`src/rtl/mips_pkg.sv`:
```
// Shared MIPS multicycle definitions: opcodes, controller states and
// datapath select encodings used by the sequencing controller.
package mips_pkg;

  localparam logic [5:0] OP_RTYPE = 6'b000000;
  localparam logic [5:0] OP_LW    = 6'b100011;
  localparam logic [5:0] OP_SW    = 6'b101011;
  localparam logic [5:0] OP_BEQ   = 6'b000100;
  localparam logic [5:0] OP_ADDI  = 6'b001000;
  localparam logic [5:0] OP_J     = 6'b000010;

  typedef enum logic [3:0] {
    S_FETCH  = 4'd0,
    S_DECODE = 4'd1,
    S_MEMADR = 4'd2,
    S_MEMRD  = 4'd3,
    S_MEMWB  = 4'd4,
    S_MEMWR  = 4'd5,
    S_EXEC   = 4'd6,
    S_ALUWB  = 4'd7,
    S_BEQ    = 4'd8,
    S_ADDIEX = 4'd9,
    S_ADDIWB = 4'd10,
    S_JUMP   = 4'd11,
    S_TRAP   = 4'd12
  } state_t;

  typedef enum logic [1:0] {
    ALU_ADD   = 2'b00,
    ALU_SUB   = 2'b01,
    ALU_FUNCT = 2'b10
  } alu_op_t;

  typedef enum logic [1:0] {
    SRCB_RT     = 2'b00,
    SRCB_FOUR   = 2'b01,
    SRCB_IMM    = 2'b10,
    SRCB_IMM_SH = 2'b11
  } alu_src_b_t;

  typedef enum logic [1:0] {
    PC_ALU    = 2'b00,
    PC_ALUOUT = 2'b01,
    PC_JUMP   = 2'b10
  } pc_src_t;

  typedef struct packed {
    logic       pc_en;
    logic       iord;
    logic       mem_read;
    logic       mem_write;
    logic       ir_write;
    logic       reg_dst;
    logic       mem_to_reg;
    logic       reg_write;
    logic       alu_src_a;
    alu_src_b_t alu_src_b;
    alu_op_t    alu_op;
    pc_src_t    pc_src;
    logic       trap;
  } ctrl_t;

  // States whose outgoing edge to FETCH completes an instruction.
  function automatic logic retiresFrom(state_t s, logic memReady);
    case (s)
      S_MEMWB, S_ALUWB, S_BEQ, S_ADDIWB, S_JUMP: retiresFrom = 1'b1;
      S_MEMWR:                                   retiresFrom = memReady;
      default:                                   retiresFrom = 1'b0;
    endcase
  endfunction

endpackage

```
`src/rtl/multicycle_control_if.sv`:
```
// Controller-to-datapath bundle: instruction/status inputs, mux selects,
// write enables and debug/observability outputs.
interface multicycle_control_if #(
  parameter int CNT_W = 32
);
  logic [5:0]       opcode;
  logic             alu_zero;
  logic             mem_ready;
  logic             pc_en;
  logic             iord;
  logic             mem_read;
  logic             mem_write;
  logic             ir_write;
  logic             reg_dst;
  logic             mem_to_reg;
  logic             reg_write;
  logic             alu_src_a;
  logic [1:0]       alu_src_b;
  logic [1:0]       alu_op;
  logic [1:0]       pc_src;
  logic             trap;
  logic [3:0]       state;
  logic [CNT_W-1:0] instr_retired;

  modport master (
    input  opcode, alu_zero, mem_ready,
    output pc_en, iord, mem_read, mem_write, ir_write, reg_dst, mem_to_reg,
           reg_write, alu_src_a, alu_src_b, alu_op, pc_src, trap, state,
           instr_retired
  );

  modport slave (
    output opcode, alu_zero, mem_ready,
    input  pc_en, iord, mem_read, mem_write, ir_write, reg_dst, mem_to_reg,
           reg_write, alu_src_a, alu_src_b, alu_op, pc_src, trap, state,
           instr_retired
  );
endinterface

```
`src/rtl/multicycle_output_decode.sv`:
```
// Combinational Moore-style decode of controller state into datapath controls.
// MULTICYCLE_JUMP_EN enables the JUMP state outputs.
module multicycle_output_decode
  import mips_pkg::*;
(
  input  state_t state,
  input  logic   memReady,
  input  logic   aluZero,
  input  logic   reset,
  output ctrl_t  ctrl
);

  always_comb begin
    ctrl = '0;
    case (state)
      S_FETCH: begin
        ctrl.mem_read  = 1'b1;
        ctrl.alu_src_b = SRCB_FOUR;
        ctrl.ir_write  = memReady;
        ctrl.pc_en     = memReady;
      end
      S_DECODE: begin
        ctrl.alu_src_b = SRCB_IMM_SH;
      end
      S_MEMADR, S_ADDIEX: begin
        ctrl.alu_src_a = 1'b1;
        ctrl.alu_src_b = SRCB_IMM;
      end
      S_MEMRD: begin
        ctrl.mem_read = 1'b1;
        ctrl.iord     = 1'b1;
      end
      S_MEMWB: begin
        ctrl.reg_write  = 1'b1;
        ctrl.mem_to_reg = 1'b1;
      end
      S_MEMWR: begin
        ctrl.mem_write = 1'b1;
        ctrl.iord      = 1'b1;
      end
      S_EXEC: begin
        ctrl.alu_src_a = 1'b1;
        ctrl.alu_op    = ALU_FUNCT;
      end
      S_ALUWB: begin
        ctrl.reg_write = 1'b1;
        ctrl.reg_dst   = 1'b1;
      end
      S_BEQ: begin
        ctrl.alu_src_a = 1'b1;
        ctrl.alu_op    = ALU_SUB;
        ctrl.pc_src    = PC_ALUOUT;
        ctrl.pc_en     = aluZero;
      end
      S_ADDIWB: begin
        ctrl.reg_write = 1'b1;
      end
`ifdef MULTICYCLE_JUMP_EN
      S_JUMP: begin
        ctrl.pc_src = PC_JUMP;
        ctrl.pc_en  = 1'b1;
      end
`endif
      S_TRAP: begin
        ctrl.trap = 1'b1;
      end
      default: ;
    endcase

    // Reset masks every side effect immediately, before the state register moves.
    if (!reset) begin
      ctrl.pc_en     = 1'b0;
      ctrl.ir_write  = 1'b0;
      ctrl.mem_read  = 1'b0;
      ctrl.mem_write = 1'b0;
      ctrl.reg_write = 1'b0;
      ctrl.trap      = 1'b0;
    end
  end

endmodule

```
`src/rtl/multicycle_control.sv`:
```
// Multicycle MIPS sequencing controller: state register, next-state logic
// and retired-instruction counter. MULTICYCLE_JUMP_EN enables the j opcode.
module multicycle_control
  import mips_pkg::*;
#(
  parameter int CNT_W = 32
) (
  input  logic                 clk,
  input  logic                 reset,
  multicycle_control_if.master ctrl
);

  state_t           state;
  state_t           stateNext;
  logic             retire;
  logic [CNT_W-1:0] retiredCnt;
  ctrl_t            dec;

  always_ff @(posedge clk) begin
    if (!reset) begin
      state      <= S_FETCH;
      retiredCnt <= '0;
    end else begin
      state <= stateNext;
      if (retire) retiredCnt <= retiredCnt + CNT_W'(1);
    end
  end

  always_comb begin
    stateNext = state;
    retire    = retiresFrom(state, ctrl.mem_ready);
    case (state)
      S_FETCH:  if (ctrl.mem_ready) stateNext = S_DECODE;
      S_DECODE: begin
        case (ctrl.opcode)
          OP_RTYPE:     stateNext = S_EXEC;
          OP_LW, OP_SW: stateNext = S_MEMADR;
          OP_BEQ:       stateNext = S_BEQ;
          OP_ADDI:      stateNext = S_ADDIEX;
`ifdef MULTICYCLE_JUMP_EN
          OP_J:         stateNext = S_JUMP;
`endif
          default:      stateNext = S_TRAP;
        endcase
      end
      S_MEMADR: stateNext = (ctrl.opcode == OP_SW) ? S_MEMWR : S_MEMRD;
      S_MEMRD:  if (ctrl.mem_ready) stateNext = S_MEMWB;
      S_MEMWB:  stateNext = S_FETCH;
      S_MEMWR:  if (ctrl.mem_ready) stateNext = S_FETCH;
      S_EXEC:   stateNext = S_ALUWB;
      S_ALUWB:  stateNext = S_FETCH;
      S_BEQ:    stateNext = S_FETCH;
      S_ADDIEX: stateNext = S_ADDIWB;
      S_ADDIWB: stateNext = S_FETCH;
`ifdef MULTICYCLE_JUMP_EN
      S_JUMP:   stateNext = S_FETCH;
`endif
      S_TRAP:   stateNext = S_TRAP;
      // Unused encodings are treated as illegal and halt the machine.
      default:  stateNext = S_TRAP;
    endcase
  end

  multicycle_output_decode uDecode (
    .state    (state),
    .memReady (ctrl.mem_ready),
    .aluZero  (ctrl.alu_zero),
    .reset    (reset),
    .ctrl     (dec)
  );

  assign ctrl.pc_en         = dec.pc_en;
  assign ctrl.iord          = dec.iord;
  assign ctrl.mem_read      = dec.mem_read;
  assign ctrl.mem_write     = dec.mem_write;
  assign ctrl.ir_write      = dec.ir_write;
  assign ctrl.reg_dst       = dec.reg_dst;
  assign ctrl.mem_to_reg    = dec.mem_to_reg;
  assign ctrl.reg_write     = dec.reg_write;
  assign ctrl.alu_src_a     = dec.alu_src_a;
  assign ctrl.alu_src_b     = dec.alu_src_b;
  assign ctrl.alu_op        = dec.alu_op;
  assign ctrl.pc_src        = dec.pc_src;
  assign ctrl.trap          = dec.trap;
  assign ctrl.state         = state;
  assign ctrl.instr_retired = retiredCnt;

endmodule

```
`src/flat_wrapper.sv`:
```
// flat-port wrapper written by rule: the top's interface ports become plain ports
module multicycle_control_flat import mips_pkg::*;
#(
  parameter int CNT_W = 32
)
  (clk, reset, ctrl_opcode, ctrl_alu_zero, ctrl_mem_ready, ctrl_pc_en, ctrl_iord, ctrl_mem_read, ctrl_mem_write, ctrl_ir_write, ctrl_reg_dst, ctrl_mem_to_reg, ctrl_reg_write, ctrl_alu_src_a, ctrl_alu_src_b, ctrl_alu_op, ctrl_pc_src, ctrl_trap, ctrl_state, ctrl_instr_retired);
  multicycle_control_if #(.CNT_W(CNT_W)) ctrl_i ();
  input  logic clk;
  input  logic reset;
  input wire logic [$bits(ctrl_i.opcode)-1:0] ctrl_opcode;
  input wire logic [$bits(ctrl_i.alu_zero)-1:0] ctrl_alu_zero;
  input wire logic [$bits(ctrl_i.mem_ready)-1:0] ctrl_mem_ready;
  output wire logic [$bits(ctrl_i.pc_en)-1:0] ctrl_pc_en;
  output wire logic [$bits(ctrl_i.iord)-1:0] ctrl_iord;
  output wire logic [$bits(ctrl_i.mem_read)-1:0] ctrl_mem_read;
  output wire logic [$bits(ctrl_i.mem_write)-1:0] ctrl_mem_write;
  output wire logic [$bits(ctrl_i.ir_write)-1:0] ctrl_ir_write;
  output wire logic [$bits(ctrl_i.reg_dst)-1:0] ctrl_reg_dst;
  output wire logic [$bits(ctrl_i.mem_to_reg)-1:0] ctrl_mem_to_reg;
  output wire logic [$bits(ctrl_i.reg_write)-1:0] ctrl_reg_write;
  output wire logic [$bits(ctrl_i.alu_src_a)-1:0] ctrl_alu_src_a;
  output wire logic [$bits(ctrl_i.alu_src_b)-1:0] ctrl_alu_src_b;
  output wire logic [$bits(ctrl_i.alu_op)-1:0] ctrl_alu_op;
  output wire logic [$bits(ctrl_i.pc_src)-1:0] ctrl_pc_src;
  output wire logic [$bits(ctrl_i.trap)-1:0] ctrl_trap;
  output wire logic [$bits(ctrl_i.state)-1:0] ctrl_state;
  output wire logic [$bits(ctrl_i.instr_retired)-1:0] ctrl_instr_retired;
  assign ctrl_i.opcode = ctrl_opcode;
  assign ctrl_i.alu_zero = ctrl_alu_zero;
  assign ctrl_i.mem_ready = ctrl_mem_ready;
  assign ctrl_pc_en = ctrl_i.pc_en;
  assign ctrl_iord = ctrl_i.iord;
  assign ctrl_mem_read = ctrl_i.mem_read;
  assign ctrl_mem_write = ctrl_i.mem_write;
  assign ctrl_ir_write = ctrl_i.ir_write;
  assign ctrl_reg_dst = ctrl_i.reg_dst;
  assign ctrl_mem_to_reg = ctrl_i.mem_to_reg;
  assign ctrl_reg_write = ctrl_i.reg_write;
  assign ctrl_alu_src_a = ctrl_i.alu_src_a;
  assign ctrl_alu_src_b = ctrl_i.alu_src_b;
  assign ctrl_alu_op = ctrl_i.alu_op;
  assign ctrl_pc_src = ctrl_i.pc_src;
  assign ctrl_trap = ctrl_i.trap;
  assign ctrl_state = ctrl_i.state;
  assign ctrl_instr_retired = ctrl_i.instr_retired;
  multicycle_control #(.CNT_W(CNT_W)) u_core (.clk(clk), .reset(reset), .ctrl(ctrl_i));
endmodule
```
`config.mk`:
```
export PLATFORM = sky130hd
export DESIGN_NAME = multicycle_control_flat
export DESIGN_NICKNAME = d
export VERILOG_FILES = /design/src/rtl/mips_pkg.sv /design/src/rtl/multicycle_control_if.sv /design/src/rtl/multicycle_output_decode.sv /design/src/rtl/multicycle_control.sv /design/src/flat_wrapper.sv
export SDC_FILE = /design/constraint.sdc
export NUM_CORES = 1
export LEC_CHECK = 0
export ABC_CLOCK_PERIOD_IN_PS = 1700
export BUFFER_PORTS_ARGS = -buffer_cell sky130_fd_sc_hd__buf_4
export CAP_MARGIN = 25
export CORE_MARGIN = 2
export CORE_UTILIZATION = 45
export CTS_CLUSTER_SIZE = 28
export DETAILED_ROUTE_END_ITERATION = 8
export PLACE_DENSITY = 0.73
export SLEW_MARGIN = 20
export SYNTH_ARGS = -nofsm -noshare
export SYNTH_HDL_FRONTEND = slang
export SYNTH_SLANG_ARGS = --single-unit
```
`constraint.sdc`:
```
create_clock -name clk -period 1.7 [get_ports clk]
set_input_delay 0.085 -clock clk [delete_from_list [all_inputs] [get_ports clk]]
set_output_delay 0.085 -clock clk [all_outputs]
set_load 0.01 [all_outputs]
```
# Word-level counts from Yosys, hierarchy flattened
# Cells that the tools add are included.
[totals] ff_bits=36 latchBits=0 ram_bits=0 mem_bits_ro=0 in_bits=10 memories=0
[classes] add_sub_neg=1 multipliers=0 div_mod_pow=0 n_lt_le_gt_ge=0 eq_ne=19 shifts=0 n_mux=24 n_bitwise=0 n_reduce_logical=11
[ops] op="$add 32x1->32 const B" count=1
[ops] op="$pmux 4 s8" count=1
[ops] op="$eq 4x4->1 const B" count=5
[ops] op="$eq 4x3->1 const B" count=4
[ops] op="$pmux 4 s4" count=1
[ops] op="$mux 1" count=13
[ops] op="$eq 6x6->1 const B" count=2
[ops] op="$mux 4" count=3
[ops] op="$eq 4x2->1 const B" count=2
[ops] op="$reduce_or 2->1" count=4
[ops] op="$reduce_or 4->1" count=2
[ops] op="$eq 6x3->1 const B" count=1
[ops] op="$eq 6x4->1 const B" count=1
[ops] op="$logic_not 6->1" count=1
[ops] op="$mux 3" count=2
[ops] op="$ne 2x2->1 const B" count=3
[ops] op="$pmux 2 s3" count=1
[ops] op="$reduce_or 5->1" count=1
[ops] op="$eq 4x1->1 const B" count=1
[ops] op="$logic_not 4->1" count=1
[ops] op="$pmux 1 s2" count=2
[ops] op="$pmux 2 s2" count=1
[ops] op="$reduce_and 3->1" count=1
[ops] op="$reduce_or 3->1" count=1

# Longest topological paths before layout
[depth] ltp_word=4 depth_mapped=8 depth_no_buf=6

# Cells and area by module
# From an unflattened synthesis, not the netlist that was laid out.
[unflattened] cells_unflattened=275 hier_area_um2=2203.4
[by_module_without_submodules] module="multicycle_control" n_inst=1 cells_per_inst=243 area_each_um2=1964.4 seq_area_each_um2=720.7
[by_module_without_submodules] module="multicycle_output_decode" n_inst=1 cells_per_inst=32 area_each_um2=239.0 seq_area_each_um2=0.0

# Worst setup path after synthesis
# OpenSTA, ideal clock, no wires.
[synth_path] path_kind="reg-to-reg" start="register u_core.state[0], in the netlist u_core.ctrl.state[0]" end="register u_core.retiredCnt[29], in the netlist u_core.ctrl.instr_retired[29]" arrival_ns=1.876 required_time_ns=1.628 slack_ns=-0.248 path_stages_with_launch=9 synth_period_minus_slack_ns=1.948 cell_sequence="dfxtp_1 -> buf_2 -> nand2b_1 -> a22oi_2 -> buf_6 -> or3_4 -> buf_6 -> nor4_4 -> mux2i_1"
[synth_between] elab_chain_len=3 elab_cells_between_ends=8 cone_classes="6 x eq/ne; 1 x mux; 1 x reduce/logical"
[synth_rtl] item="start: declaration" line_no="multicycle_control.sv:13" source="state_t state;"
[synth_rtl] item="start signal: assignment" line_no="multicycle_control.sv:24" source="state <= stateNext;"
[synth_rtl] item="$eq 4x4->1 / $eq 4x3->1 (equally long branches)" line_no="mips_pkg.sv:65" source="case (s)"
[synth_rtl] item="$reduce_or 5->1" line_no="mips_pkg.sv:65"
[synth_rtl] item="$pmux 1 s2 *" line_no="mips_pkg.sv:65"
[synth_rtl] item="end signal: assignment" line_no="multicycle_control.sv:25" source="if (retire) retiredCnt <= retiredCnt + CNT_W'(1);"
[synth_rtl] item="end: declaration" line_no="multicycle_control.sv:16" source="logic [CNT_W-1:0] retiredCnt;"
# Every way passes the cells marked *; elsewhere a longest branch is shown, timed or not.
# A chain may end at the register's enable or synchronous reset.

# Final worst setup path
[layout_path] start="register u_core.retiredCnt[4], in the netlist u_core.ctrl.instr_retired[4]" end="register u_core.retiredCnt[26], in the netlist u_core.ctrl.instr_retired[26]"
[layout_between] elab_chain_len=1
[layout_rtl] item="$add 32x1->32" line_no="multicycle_control.sv:25"
# Every way passes these cells.

==> impl_metrics.py <==
metrics = {
    "sta": {
        "fin_clk_skew_ns": 0.00917,
        "count_of_final_hold_check_violations": 0,
        "timing.fmax_mhz": 538,
        "rsz0062_at_grt": "yes",
        "fin_ws_ns": -0.157,
        "final_max_slew_viol_count": 0,
        "min_period_ns": 1.86,
        "fin_worst_hold_slack_ns": 0.167,
        "fin_crit_sh_pct": 109,
        "setup_violators_final": 17,
        "setup_total_negative_slack_ns": -1.14,
    },
    "drt": {
        "wl_per_cell_um": 15.3,
        "drtAntennaViolNets": 0,
        "detailroute.via_count": 2562,
        "dr.first_iter.drc_count": 130,
        "finalWirelength_um": 7000,
        "vias_per_cell": 5.61,
        "detail_route.drc_violations": 0,
        "drt_pass1_iterations": 4,
    },
    "worst_setup_path": {
        "timing.critical_path.from_type": "flip-flop",
        "path_max_fanout": 5,
        "critPathRequiredTime_ns": 1.87,
        "timing.critical_path.slowest_stage_cell": "sky130_fd_sc_hd__or4_4",
        "timing.critical_path.cells": "nand4_1 -> buf_4 -> or4_4 -> o311ai_2 -> o41ai_1",
        "arrival_ns": 2.02,
        "worst_path_largest_cell_delay_ns": 0.57,
        "ff2ff_setup_slack_ns": -0.16,
        "timing.reg2reg.worst_path_depth": 5,
        "critical_path.reg2reg.endpoint": "u_core.ctrl.instr_retired[26]",
        "r2r-start": "u_core.ctrl.instr_retired[4]",
        "worst_setup_path_end_kind": "flip-flop",
        "crit_type": "reg2reg",
    },
    "hold_path": {
        "startpoint_of_the_lowest_slack_hold_path": "reset",
        "hold-path-endpoint": "u_core.ctrl.state[3]",
        "timing.hold.worst.class": "in2reg",
        "hold_depth": 3,
    },
    "grt": {
        "grt_antenna_before_repair": 0,
        "grt_max_degree": 25,
        "gr-max-usage-layer": "met2",
        "grt-ovfl-total": 0,
        "grtUsageMet2_pct": 42.6,
        "grt_pass1_vias": 2323,
        "grt_first_pass_wirelength_um": 10500,
        "globalRouteMet3Util_pct": 4.34,
        "globalRouteMet1Util_pct": 30.6,
        "grtUsageTotal_pct": 24.5,
    },
    "floorplan": {
        "floorplan.initialDensity_pct": 46.8,
        "die-area_um2": 5490,
        "design.portCount": 62,
        "core_um2": 4720,
        "die_w_um": 74.1,
        "fp.dieH_um": 74.1,
        "rows": 25,
    },
    "clocking": {
        "worstSkewPairLatency_ns": 0.30,
        "cts_buffers": 5,
        "cts-root-buf": "sky130_fd_sc_hd__clkbuf_8",
        "clkTransAtPathRegs_ns": 0.07,
        "max-clock-path-buffers": 2,
        "clock-sinks": 36,
        "tritoncts_clock_tree": "yes",
        "ctsHtreeMaxLevel": 2,
    },
    "yosys": {
        "async_reset_ff_share_pct": 0,
        "yosys-top-cells-area": "sky130_fd_sc_hd__dfxtp_1 (33%), sky130_fd_sc_hd__nand2_1 (6.3%), sky130_fd_sc_hd__nand2b_1 (4.2%)",
        "synth.ff_latch_count": 36,
        "most_common_flop_cell_mapped_by_yosys": "sky130_fd_sc_hd__dfxtp_1",
        "post-synth-top-area-cell": "sky130_fd_sc_hd__dfxtp_1",
        "synth_edf_count": 0,
        "post_synthesis_net_count": 290,
        "ys_top_cells_by_count": "sky130_fd_sc_hd__nand2_1 (37), sky130_fd_sc_hd__dfxtp_1 (36), sky130_fd_sc_hd__nor2_1 (25)",
        "synth_cell_types": 49,
        "syn_avg_cell_area_um2": 7.92,
        "synth.yosys.warnings": 0,
        "syn_inst": 279,
        "synthDominantCellAreaShare_pct": 32.6,
        "synth.cell_area_um2": 2210,
        "yosysMostFrequentCell": "sky130_fd_sc_hd__nand2_1",
        "synth_sequential_area_ratio_pct": 32.6,
    },
    "placed_design": {
        "gp_congestion": 0.828,
        "postPlaceCellArea_um2": 3050,
        "detailedPlacementHpwl_um": 4490,
        "port_buffers": 60,
    },
    "cells_and_area": {
        "final_layout_size_suffix_gt1_share_pct": 47.9,
        "flow.area_growth_from_synthesis_pct": 59.5,
        "antennaDiodeCount": 0,
        "nNetsFinal": 401,
        "fin_area_um2": 3530,
    },
    "pwr": {
        "power.leakage_nw": 1.47,
        "p_per_area_nw_per_um2": 654,
        "power.total_w": 0.00231,
        "ir_drop_worst_case_vdd_mv": 0.533,
    },
    "flow_run": {
        "maxCapViolCount": 0,
    },
    "status": {
        "failed_checks": "setup timing",
        "status": "finished with violations",
    },
}
-- report_power, final --
| part | switching [W] | leakage, nW | internal (W) |
|---|---|---|---|
| clock network | 0.000313 | 0.0410 | 0.000279 |
| registers | 0.0000288 | 0.299 | 0.000879 |
| logic | 0.000419 | 1.13 | 0.000389 |
-- state kept, by name, indices dropped and copies added, names as in the netlist --
signal / cells
u_core.ctrl.instr_retired: 32
u_core.ctrl.state: 4
-- layer usage --
layer  up-vias  share of wire (%)
li1       1239                  -
met1      1242                 42
met2        65                 52
met3        16                4.4
met4         0                2.0
met5         -                  0
-- cells in the final DEF (no fill, tap or decap), types with 6 or more instances in the layout --
master	n
sky130_fd_sc_hd__xnor2_1	10
sky130_fd_sc_hd__buf_4	114
sky130_fd_sc_hd__nor3_1	7
sky130_fd_sc_hd__nand4_1	7
sky130_fd_sc_hd__a21oi_1	10
sky130_fd_sc_hd__dfxtp_2	13
sky130_fd_sc_hd__o21ai_0	10
sky130_fd_sc_hd__o311ai_2	6
sky130_fd_sc_hd__nor2_1	24
sky130_fd_sc_hd__nand3_1	6
sky130_fd_sc_hd__inv_1	8
sky130_fd_sc_hd__nand2b_1	15
sky130_fd_sc_hd__o41ai_1	6
sky130_fd_sc_hd__mux2i_1	8
sky130_fd_sc_hd__dfxtp_1	20
sky130_fd_sc_hd__nor4_4	7
sky130_fd_sc_hd__nand2_1	36
-- worst max path at each step --
stage / from / endpoint / slack, ns / cells past startpoint
2_1_floorplan: u_core.ctrl.state[2] / u_core.ctrl.instr_retired[27] / -0.12 / 8
3_3_place_gp: u_core.ctrl.instr_retired[0] / u_core.ctrl.instr_retired[30] / -0.07 / 6
3_5_place_dp: u_core.ctrl.state[2] / u_core.ctrl.instr_retired[30] / -0.11 / 6
4_1_cts: u_core.ctrl.state[2] / u_core.ctrl.instr_retired[29] / -0.05 / 6
5_1_grt: u_core.ctrl.instr_retired[4] / u_core.ctrl.instr_retired[26] / -0.22 / 5
6_report: u_core.ctrl.instr_retired[4] / u_core.ctrl.instr_retired[26] / -0.16 / 5
-- worst max-delay path: cells and delay by family, from the launching register on --
kind            cells  cell delay, ns
compound gates      2            0.40
simple gates        2            0.77
buf+inv             1            0.21
flops               1            0.35
-- cell type report --
class	count	area, um^2
Clock buffer	6	72.6
Clock inverter	1	5.00
Fill cell	366	1200
Inverter	9	33.8
Multi-Input combinational cell	217	1640
Sequential cell	36	748
Tap cell	67	83.8
Timing Repair Buffer	121	947
-- metrics by stage --
stage	instances	setup WS (ns)	utilization (%)
global placement	434	-0.0733	64.7
detailed placement	434	-0.108	64.7
finish	457	-0.157	74.7
floorplan	279	-0.119	-
CTS	453	-0.0521	70.8
global route	457	-0.218	74.7
-- logic make-up (layout without fill, tap and decap cells) --
family          Yosys count  in the layout  synth area share (%)
fa+ha+maj                 1              1                 0.566
buf+inv                  29            137                  6.85
mux                       8              8                  3.62
simple gates            141            144                  35.0
other cells               1              1                 0.170
compound gates           51             51                  16.4
xor+xnor                 12             12                  4.75
flops                    36             36                  32.6
-- timing repair --
action / 4_1_cts / 5_1_grt
endpoints found under the hold margin: 0 / 0
hold buffers: 0 / 0
endpoints found under the setup margin: 18 / 27
gates cloned: 2 / 1
buffers inserted: 10 / 4
resized for setup: 22 / 26
pin swaps: 14 / 8
Note: power is estimated with default switching activity, not from simulation.
